[src/rtl/arith_serial_unit.sv]
// Bit-serial arithmetic unit: one full-adder slice walks WIDTH-bit operands LSB first,
// one bit per clock, with a start/done handshake and carry, overflow and zero flags.
module arith_serial_unit #(
    parameter int unsigned WIDTH = 8,
    parameter int unsigned CNT_W = $clog2(WIDTH + 1)
) (
    input  logic             clk,
    input  logic             rst_n,
    input  logic             start,
    input  logic [WIDTH-1:0] A,
    input  logic [WIDTH-1:0] B,
    input  logic             Ci,
    input  logic [1:0]       S,
    output logic             busy,
    output logic             done,
    output logic [WIDTH-1:0] H,
    output logic             Co,
    output logic             V,
    output logic             Z
);

    typedef enum logic [1:0] {StIdle, StShift, StDone} state_e;

    state_e           state;
    logic [WIDTH-1:0] a_sr;
    logic [WIDTH-1:0] b_sr;
    logic [WIDTH-1:0] res_sr;
    logic [1:0]       func;
    logic             carry;
    logic [CNT_W-1:0] cnt;

    logic             y_bit;
    logic             sum_bit;
    logic             carry_nxt;
    logic             last_bit;
    logic [WIDTH-1:0] res_nxt;

    // Single slice: the B-path bit is selected by the latched function code.
    always_comb begin
        y_bit = 1'b0;
        unique case (func)
            2'b00:   y_bit = 1'b0;
            2'b01:   y_bit = b_sr[0];
            2'b10:   y_bit = ~b_sr[0];
            default: y_bit = 1'b1;
        endcase
        sum_bit   = a_sr[0] ^ y_bit ^ carry;
        carry_nxt = (a_sr[0] & y_bit) | (a_sr[0] & carry) | (y_bit & carry);
        res_nxt              = res_sr >> 1;
        res_nxt[WIDTH-1]     = sum_bit;
        last_bit  = (cnt == CNT_W'(WIDTH - 1));
    end

    always_ff @(posedge clk or negedge rst_n) begin
        if (!rst_n) begin
            state  <= StIdle;
            a_sr   <= '0;
            b_sr   <= '0;
            res_sr <= '0;
            func   <= 2'b00;
            carry  <= 1'b0;
            cnt    <= '0;
            busy   <= 1'b0;
            done   <= 1'b0;
            H      <= '0;
            Co     <= 1'b0;
            V      <= 1'b0;
            Z      <= 1'b0;
        end else begin
            done <= 1'b0;
            unique case (state)
                StIdle, StDone: begin
                    if (start) begin
                        a_sr  <= A;
                        b_sr  <= B;
                        carry <= Ci;
                        func  <= S;
                        cnt   <= '0;
                        busy  <= 1'b1;
                        state <= StShift;
                    end else begin
                        busy  <= 1'b0;
                        state <= StIdle;
                    end
                end
                StShift: begin
                    a_sr   <= a_sr >> 1;
                    b_sr   <= b_sr >> 1;
                    res_sr <= res_nxt;
                    carry  <= carry_nxt;
                    cnt    <= cnt + CNT_W'(1);
                    // Visible results change only here, so partial sums never leak out.
                    if (last_bit) begin
                        H     <= res_nxt;
                        Co    <= carry_nxt;
                        V     <= carry ^ carry_nxt;
                        Z     <= (res_nxt == '0);
                        busy  <= 1'b0;
                        done  <= 1'b1;
                        state <= StDone;
                    end
                end
                default: begin
                    busy  <= 1'b0;
                    state <= StIdle;
                end
            endcase
        end
    end

endmodule
[config.mk]
export PLATFORM = sky130hd
export DESIGN_NAME = arith_serial_unit
export DESIGN_NICKNAME = d
export VERILOG_FILES = /design/src/rtl/arith_serial_unit.sv
export SDC_FILE = /design/constraint.sdc
export NUM_CORES = 1
export LEC_CHECK = 0
export CELL_PAD_IN_SITES_DETAIL_PLACEMENT = 1
export CELL_PAD_IN_SITES_GLOBAL_PLACEMENT = 2
export CORE_ASPECT_RATIO = 1.5
export CORE_MARGIN = 2
export CORE_UTILIZATION = 32
export CTS_CLUSTER_DIAMETER = 60
export CTS_CLUSTER_SIZE = 16
export DETAILED_ROUTE_END_ITERATION = 7
export GPL_TIMING_DRIVEN = 0
export PLACE_DENSITY_LB_ADDON = 0.12
export RECOVER_POWER = 25
export SYNTH_ARGS = -nofsm -noshare
export SYNTH_HDL_FRONTEND = slang
export SYNTH_SLANG_ARGS = --single-unit
[constraint.sdc]
create_clock -name clk -period 1.6 [get_ports clk]
set_input_delay 0.4 -clock clk [delete_from_list [all_inputs] [get_ports clk]]
set_output_delay 0.4 -clock clk [all_outputs]
set_load 0.03 [all_outputs]
### Word level (Yosys, flattened, before mapping)

Cells that the tools add are included.
W data, S select, Z words.

| operators by class | value |
|---|---|
| bitwise gates (word level) | 9 |
| reduce and logical (&&, ||, !) cells | 8 |
| add/sub/neg operators | 1 |
| mux-type cells | 17 |
| eq/ne operators | 7 |

Operator list:

| kind | count |
|---|---|
| $pmux W8 S2 | 2 |
| $mux W8 | 2 |
| $logic_not A8 Y1 | 1 |
| $pmux W4 S2 | 1 |
| $mux W1 | 6 |
| $reduce_and A2 Y1 | 3 |
| $add A4 B1 Y4 const B | 1 |
| $eq A2 B1 Y1 const B | 2 |
| $eq A2 B2 Y1 const B | 2 |
| $eq A4 B3 Y1 const B | 1 |
| $logic_not A2 Y1 | 2 |
| $mux W4 | 1 |
| $ne A2 B2 Y1 const B | 2 |
| $pmux W1 S2 | 2 |
| $pmux W2 S2 | 1 |
| $and A1 B1 Y1 | 3 |
| $pmux W1 S3 | 1 |
| $xor A1 B1 Y1 | 3 |
| $mux W2 | 1 |
| $or A1 B1 Y1 | 2 |
| $reduce_bool A2 Y1 | 1 |
| $reduce_or A2 Y1 | 1 |
| $not A1 Y1 | 1 |

| storage, ports and cells | value |
|---|---|
| word-level logic and storage cells | 55 |
| input bits | 22 |
| output and inout bits | 13 |
| bits in registers | 46 |

### Longest topological paths before layout

Gate-level depths: netlist (run 1).

| logic depth | value |
|---|---|
| depth after elaboration | 6 |
| mapped depth | 5 |

### Least setup slack after synthesis (run 1)

No wires, ideal clock.

| timing | value |
|---|---|
| path kind | register -> register |
| start point | register b_sr[0] |
| end point | register V |
| period minus slack after synthesis | 1.607 ns |
| data required time | 1.475 ns |
| cell stages (with the launch flop) | 5 |
| data arrival time | 1.482 ns |
| buffers on the path | 0 |
| slack | -0.007 ns |
| cell sequence | dfrtp_1 -> mux2_2 -> fa_1 -> xor2_1 -> mux2_4 |

| on the way | value |
|---|---|
| cells in the longest elaborated chain, start to end | 6 |

RTL lines:

| what | line | text |
|---|---|---|
| from (decl) | 26 | `logic [WIDTH-1:0] b_sr;` |
| from (signal assigned) | 88 | `b_sr <= b_sr >> 1;` |
| $not A1 Y1 | 44 | `2'b10: y_bit = ~b_sr[0];` |
| $pmux W1 S3 * | 41 | `unique case (func)` |
| $and A1 B1 Y1 | 48 | `carry_nxt = (a_sr[0] & y_bit) \| (a_sr[0] & carry) \| (y_bit & carry);` |
| $or A1 B1 Y1 | 48 |  |
| $or A1 B1 Y1 * | 48 |  |
| via carry_nxt | 34 | `logic carry_nxt;` |
| $xor A1 B1 Y1 * | 96 | `V <= carry ^ carry_nxt;` |
| to (signal assigned) | 96 |  |
| to (decl) | 18 | `output logic V,` |

Mark *: on every way through the listed nets, which the timed path passes. The rest lies on a longest branch.
A chain may end at the register's enable or synchronous reset.

### Worst setup path after layout (run 1)

Same ends and word-level chain as after synthesis.

==> flow_summary.ini, run 1 <==
[timing]
finalSetupViolations = 0
rsz0062_at_grt = yes
fmax_mhz = 632
period_minus_slack_ns = 1.58
relSlewSlack = 0.363
slew_viol_final = 0
holdWs_ns = 0.230
finalHoldViolCount = 0
max_slew.worst_pin.slew_ns = 0.956
fin_setup_tns_ns = 0
fin_crit_sh = 0.989
clock_skew_ns = 0.00964

[grt]
antenna_found_initial = 0
grt_pass1_wl_mm = 6.47
grt-ovfl-total = 0
track_usage = 0.130
grt_max_degree = 29
grt_pass1_vias = 1309

[setup_path]
critPathKind = flop to flop
crit_required_ns = 1.79
startpoint = b_sr[0]
crit_fanout = 3
arrival_ns = 1.77
reg2reg_from = b_sr[0]
cp-end-kind = flop
critPathLaunchType = flop

[routing]
first_pass_iters = 2
antenna_violating_nets_post_route = 0
vias_per_cell = 4.90
vias = 1250
drc = 0
finalWirelength_mm = 4.01
wire_per_inst_um = 15.7
first_iter_violations = 27

[layout]
fillCellCount = 599
antenna_cells = 0
nNetsFinal = 207
fin_cells = 255
final_layout_size_suffix_gt1_frac = 0.328
syn_to_final_growth_pct = 34.2
mostFrequentLayoutCells = dfrtp_1 (45), clkdlybuf4s50_1 (20), a22o_1 (18)
final_common_cell = dfrtp_1

[die]
start_util = 0.331
fp.dieH_um = 99.1
fp.dieW_um = 67.4
ios = 35
rows = 34
die-area_mm2 = 0.00668
design.core.area_mm2 = 0.00583

[power_and_ir_drop]
total_power_mw = 5.37
leakage_nw = 1.30
vdd_drop_max_mv = 0.840
power_density_mw_per_mm2 = 2070

[synthesis]
ys_warn_count = 0
ys_seq_area_frac = 0.584
synth_nets = 153
syn_inst = 129
yosysTopAreaCell = dfrtp_1
synth.top_cells.by_area = dfrtp_1 (58%), a22o_1 (8.2%), mux2_2 (7.6%)
synth-seq-cells = 45
synth_area_mm2 = 0.00193
syn_avg_cell_area_um2 = 15.0
synth_cell_types = 27
synth_top_area_frac = 0.584

[clock_tree]
cts_tree = yes
clk_path_buf_depth = 2
worstSkewPairLatency_ns = 0.29
cts.htree.levels = 2
hold_buffers = 0
path_clk_slew_ns = 0.09
numCtsBuffers = 5
cts-root-buf = clkbuf_8
cts_sinks = 45

[placed_design]
dp_cells = 236
portBuffers = 34
routabilityCongestion = 0.682
hpwl_mm = 2.74

[run]
cap_viol_max_count = 0

[worst_hold_path]
hp-class = input pin to async pin

[run_status]
status = complete, no violations
[cells by family after synthesis]
kind of cell / share of synthesized area
flip-flops: 0.584
XOR/XNOR: 0.00454
adder cells (fa/ha/maj): 0.0169
AO/OA/AOI/OAI: 0.154
buffers and inverters: 0.0305
AND/OR/NAND/NOR: 0.0564
multiplexers: 0.154
[cells in the mapped netlist]
library cell  instances
a21o_1               15
buf_6                 2
nor4_1                2
buf_4                 1
ha_1                  1
and2b_2               1
nand2_1               1
nand3b_4              1
nor2b_1               1
inv_1                 1
fa_1                  1
nand4_1               1
mux2i_1               3
mux2_2               13
nor2_4                1
dfrtp_1              45
nand2b_1              1
a22o_2                1
a21o_2                1
nor2b_4               1
xor2_1                1
buf_2                 5
a22o_1               18
nor3b_1               1
mux2_4                8
a31o_2                1
nor3b_2               1
[layout make-up]
type / instances / area [µm²] / share of cell area
multi-input combinational: 75 / 783 / 0.302
clock inverter: 2 / 35.0 / 0.0135
timing repair buffer: 47 / 419 / 0.162
clock buffer: 5 / 68.8 / 0.0266
tap: 72 / 90.1 / 0.0348
sequential: 45 / 1130 / 0.435
buffer: 8 / 63.8 / 0.0246
inverter: 1 / 3.75 / 0.00145
[registers in the layout, indices dropped and copies added, names as in the netlist, 2 cells and up]
signal / flops
H: 8
a_sr: 8
b_sr: 8
res_sr: 7
cnt: 4
func: 2
state: 2
[where the power goes]
group | leakage (nW) | internal, mW | total, mW | switching, mW
sequential | 0.560 | 1.66 | 2.02 | 0.361
combinational | 0.682 | 1.40 | 2.52 | 1.12
clock | 0.0540 | 0.454 | 0.829 | 0.375
total | 1.30 | 3.52 | 5.37 | 1.85
[stage by stage]
stage	cell area [µm²]	setup WS, ns	util
finish	2590	0.0176	0.444
global route	2590	-0.0464	0.444
CTS	2540	-0.0515	0.436
detailed placement	2380	-0.377	0.408
global placement	2360	-1.06	0.405
floorplan	1930	0.0411	-
[worst paths after layout]
path / to / slack, ns / depth (start not counted)
worst min-delay path: done / 0.23 / 1
worst max register to register: V / 0.02 / 4
max in group asynchronous: a_sr[5] / 0.34 / 2
min in group clk: b_sr[2] / 0.48 / 1
worst min register to register: b_sr[2] / 0.48 / 1
worst max-delay path: V / 0.02 / 4
[worst max-delay path, stage by stage (launching register included)]
cell and delay [ns]:
dfrtp_1 0.40, mux2_4 0.31, fa_2 0.37, xor2_1 0.15
mux2_4 0.26
[what timing repair did]
action | in CTS | in global routing
gates cloned | 1 | 0
gates resized for setup | 20 | 5
pin swaps | 5 | 3
setup endpoints to repair | 25 | 25
setup buffers | 5 | 6
[per-layer routing]
metal / vias to the layer above / GRT usage / part of all wire
met4: 0 / 0.0377 / 0.011
li1: 578 / - / -
met3: 4 / 0.0351 / 0.040
met2: 27 / 0.219 / 0.53
met1: 641 / 0.160 / 0.42
met5: - / 0 / 0
No activity file was read; power rests on OpenSTA's default activity.
==> run 2, diff against run 1 <==
--- a/config.mk
+++ b/config.mk
@@ -13,6 +13,7 @@
 export CTS_CLUSTER_DIAMETER = 60
 export CTS_CLUSTER_SIZE = 16
 export DETAILED_ROUTE_END_ITERATION = 7
+export GPL_ROUTABILITY_DRIVEN = 0
 export GPL_TIMING_DRIVEN = 0
 export PLACE_DENSITY_LB_ADDON = 0.12
 export RECOVER_POWER = 25
==> results of run 2 <==
Final layout, timing and power as in run 1 (identical DEF).
==> run 3, diff against run 2 <==
--- a/config.mk
+++ b/config.mk
@@ -9,7 +9,7 @@
 export CELL_PAD_IN_SITES_GLOBAL_PLACEMENT = 2
 export CORE_ASPECT_RATIO = 1.5
 export CORE_MARGIN = 2
-export CORE_UTILIZATION = 32
+export CORE_UTILIZATION = 36
 export CTS_CLUSTER_DIAMETER = 60
 export CTS_CLUSTER_SIZE = 16
 export DETAILED_ROUTE_END_ITERATION = 7
==> constraint.sdc (replaced) <==
create_clock -name clk -period 1.5 [get_ports clk]
set_input_delay 0.375 -clock clk [delete_from_list [all_inputs] [get_ports clk]]
set_output_delay 0.375 -clock clk [all_outputs]
set_load 0.03 [all_outputs]
==> flow_summary.ini, run 3 (synthesized netlist as in run 1, its figures left out) <==
[power_and_ir_drop]
power_density_mw_per_mm2 = 2160
switching_share = 0.358
p_seq_frac = 0.394
p_comb_frac = 0.469
clockPowerShare = 0.137
vdd_drop_max_mv = 0.923
leakage_nw = 1.26
total_power_mw = 5.48
p_sw_mw = 1.96
p_int_mw = 3.52

[layout]
final_common_cell = dfrtp_1
fin_cells = 246
nNetsFinal = 201
antenna_cells = 0
mostFrequentLayoutCells = dfrtp_1 (45), clkdlybuf4s50_1 (20), a22o_1 (18)
syn_to_final_growth_pct = 31.5
reg.largest.list = H (8), a_sr (8), b_sr (8)
final_layout_size_suffix_gt1_frac = 0.303
fin_util = 0.491
postLayoutCellArea_mm2 = 0.00254

[timing]
finalSetupViolations = 11
setup_slack_ns = -0.121
finalHoldViolCount = 0
max_slew.worst_pin.slew_ns = 0.868
rsz0062_at_grt = yes
relSlewSlack = 0.422
clock_skew_ns = 0.00853
fmax_mhz = 617
period_minus_slack_ns = 1.62
fin_setup_tns_ns = -1.10
slew_viol_final = 0
holdWs_ns = 0.480
fin_crit_sh = 1.08

[routing]
wire_per_inst_um = 15.1
vias = 1235
drc = 0
vias_per_cell = 5.02
first_pass_iters = 3
first_iter_violations = 18
antenna_violating_nets_post_route = 0
finalWirelength_mm = 3.73

[clock_tree]
worstSkewPairLatency_ns = 0.30
numCtsBuffers = 5
clk_path_buf_depth = 2
cts.htree.levels = 2
cts_tree = yes
cts-root-buf = clkbuf_8
path_clk_slew_ns = 0.09
cts_sinks = 45

[die]
die-area_mm2 = 0.00597
fp.dieH_um = 93.7
fp.dieW_um = 63.8
ios = 35
start_util = 0.374
rows = 32
design.core.area_mm2 = 0.00516

[placed_design]
portBuffers = 34
placed_area_mm2 = 0.00239
hpwl_mm = 2.85
dp_cells = 232
dp_slack_ns = -0.434

[setup_path]
crit_required_ns = 1.72
critPathKind = flop to flop
cp-end-kind = flop
arrival_ns = 1.85
crit_fanout = 3
critPathLaunchType = flop

[run]
cap_viol_max_count = 0

[run_status]
status = finished with violations
violations = setup timing

[grt]
grt-ovfl-total = 0
antenna_found_initial = 0
track_usage = 0.141
grt_pass1_wl_mm = 6.36
grt_max_degree = 32
grt_pass1_vias = 1308

[worst_hold_path]
hp-class = flop to flop
## run 3: cell types whose count changed in the layout (fill, tap and decap cells not counted), sizes merged
cell	before	now
buf	19	14
clkbuf	8	6
bufinv	1	0
clkinvlp	0	1
dlygate4sd3	0	1
inv	1	2
## run 3: cell type report
class / count / area (µm²)
Buffer: 8 / 70.1
Clock buffer: 5 / 68.8
Clock inverter: 3 / 21.3
Fill cell: 544 / 2630
Inverter: 1 / 3.75
Multi-Input combinational cell: 75 / 776
Sequential cell: 45 / 1130
Tap cell: 68 / 85.1
Timing Repair Buffer: 41 / 385
## run 3: timing repair
action                     in CTS  in global routing
pin swaps                       1                  0
resized for setup              18                  3
hold buffers                    1                  0
hold endpoints to repair       14                  0
gates cloned                    0                  0
setup buffers                   2                  3
setup endpoints to repair      27                 26
## run 3: final timing paths
kind	from	endpoint	slack, ns	depth (start not counted)
max in group asynchronous	rst_n	b_sr[6]	0.15	3
hold reg to reg	a_sr[5]	a_sr[5]	0.48	1
min in group asynchronous	rst_n	carry	0.70	2
setup reg to reg	b_sr[0]	Z	-0.12	5
hold / removal	a_sr[5]	a_sr[5]	0.48	1
setup / recovery	b_sr[0]	Z	-0.12	5
## run 3: metal layers
layer | part of all wire | vias to the layer above | track usage | wire length [µm]
li1 | - | 568 | - | -
met1 | 0.41 | 635 | 0.164 | 1510
met2 | 0.54 | 26 | 0.250 | 2020
met3 | 0.034 | 6 | 0.0264 | 127
met4 | 0.018 | 0 | 0.0598 | 66
met5 | 0 | - | 0 | 0
## run 3: worst max-delay path, stage by stage, from the launching register on
cell and delay, ns:
dfrtp_1 0.41, mux2_4 0.31, fa_2 0.47, nor4_2 0.14
nand2_1 0.08, mux2i_1 0.13
## run 3: power by group through the flow
stage	combinational (mW)	clock (mW)	sequential [mW]
2_1_floorplan	1.57	0	2.40
3_3_place_gp	2.48	0	2.16
5_1_grt	2.79	0.833	2.26
3_5_place_dp	2.60	0	2.20
6_report	2.57	0.749	2.16
4_1_cts	2.57	0.780	2.17
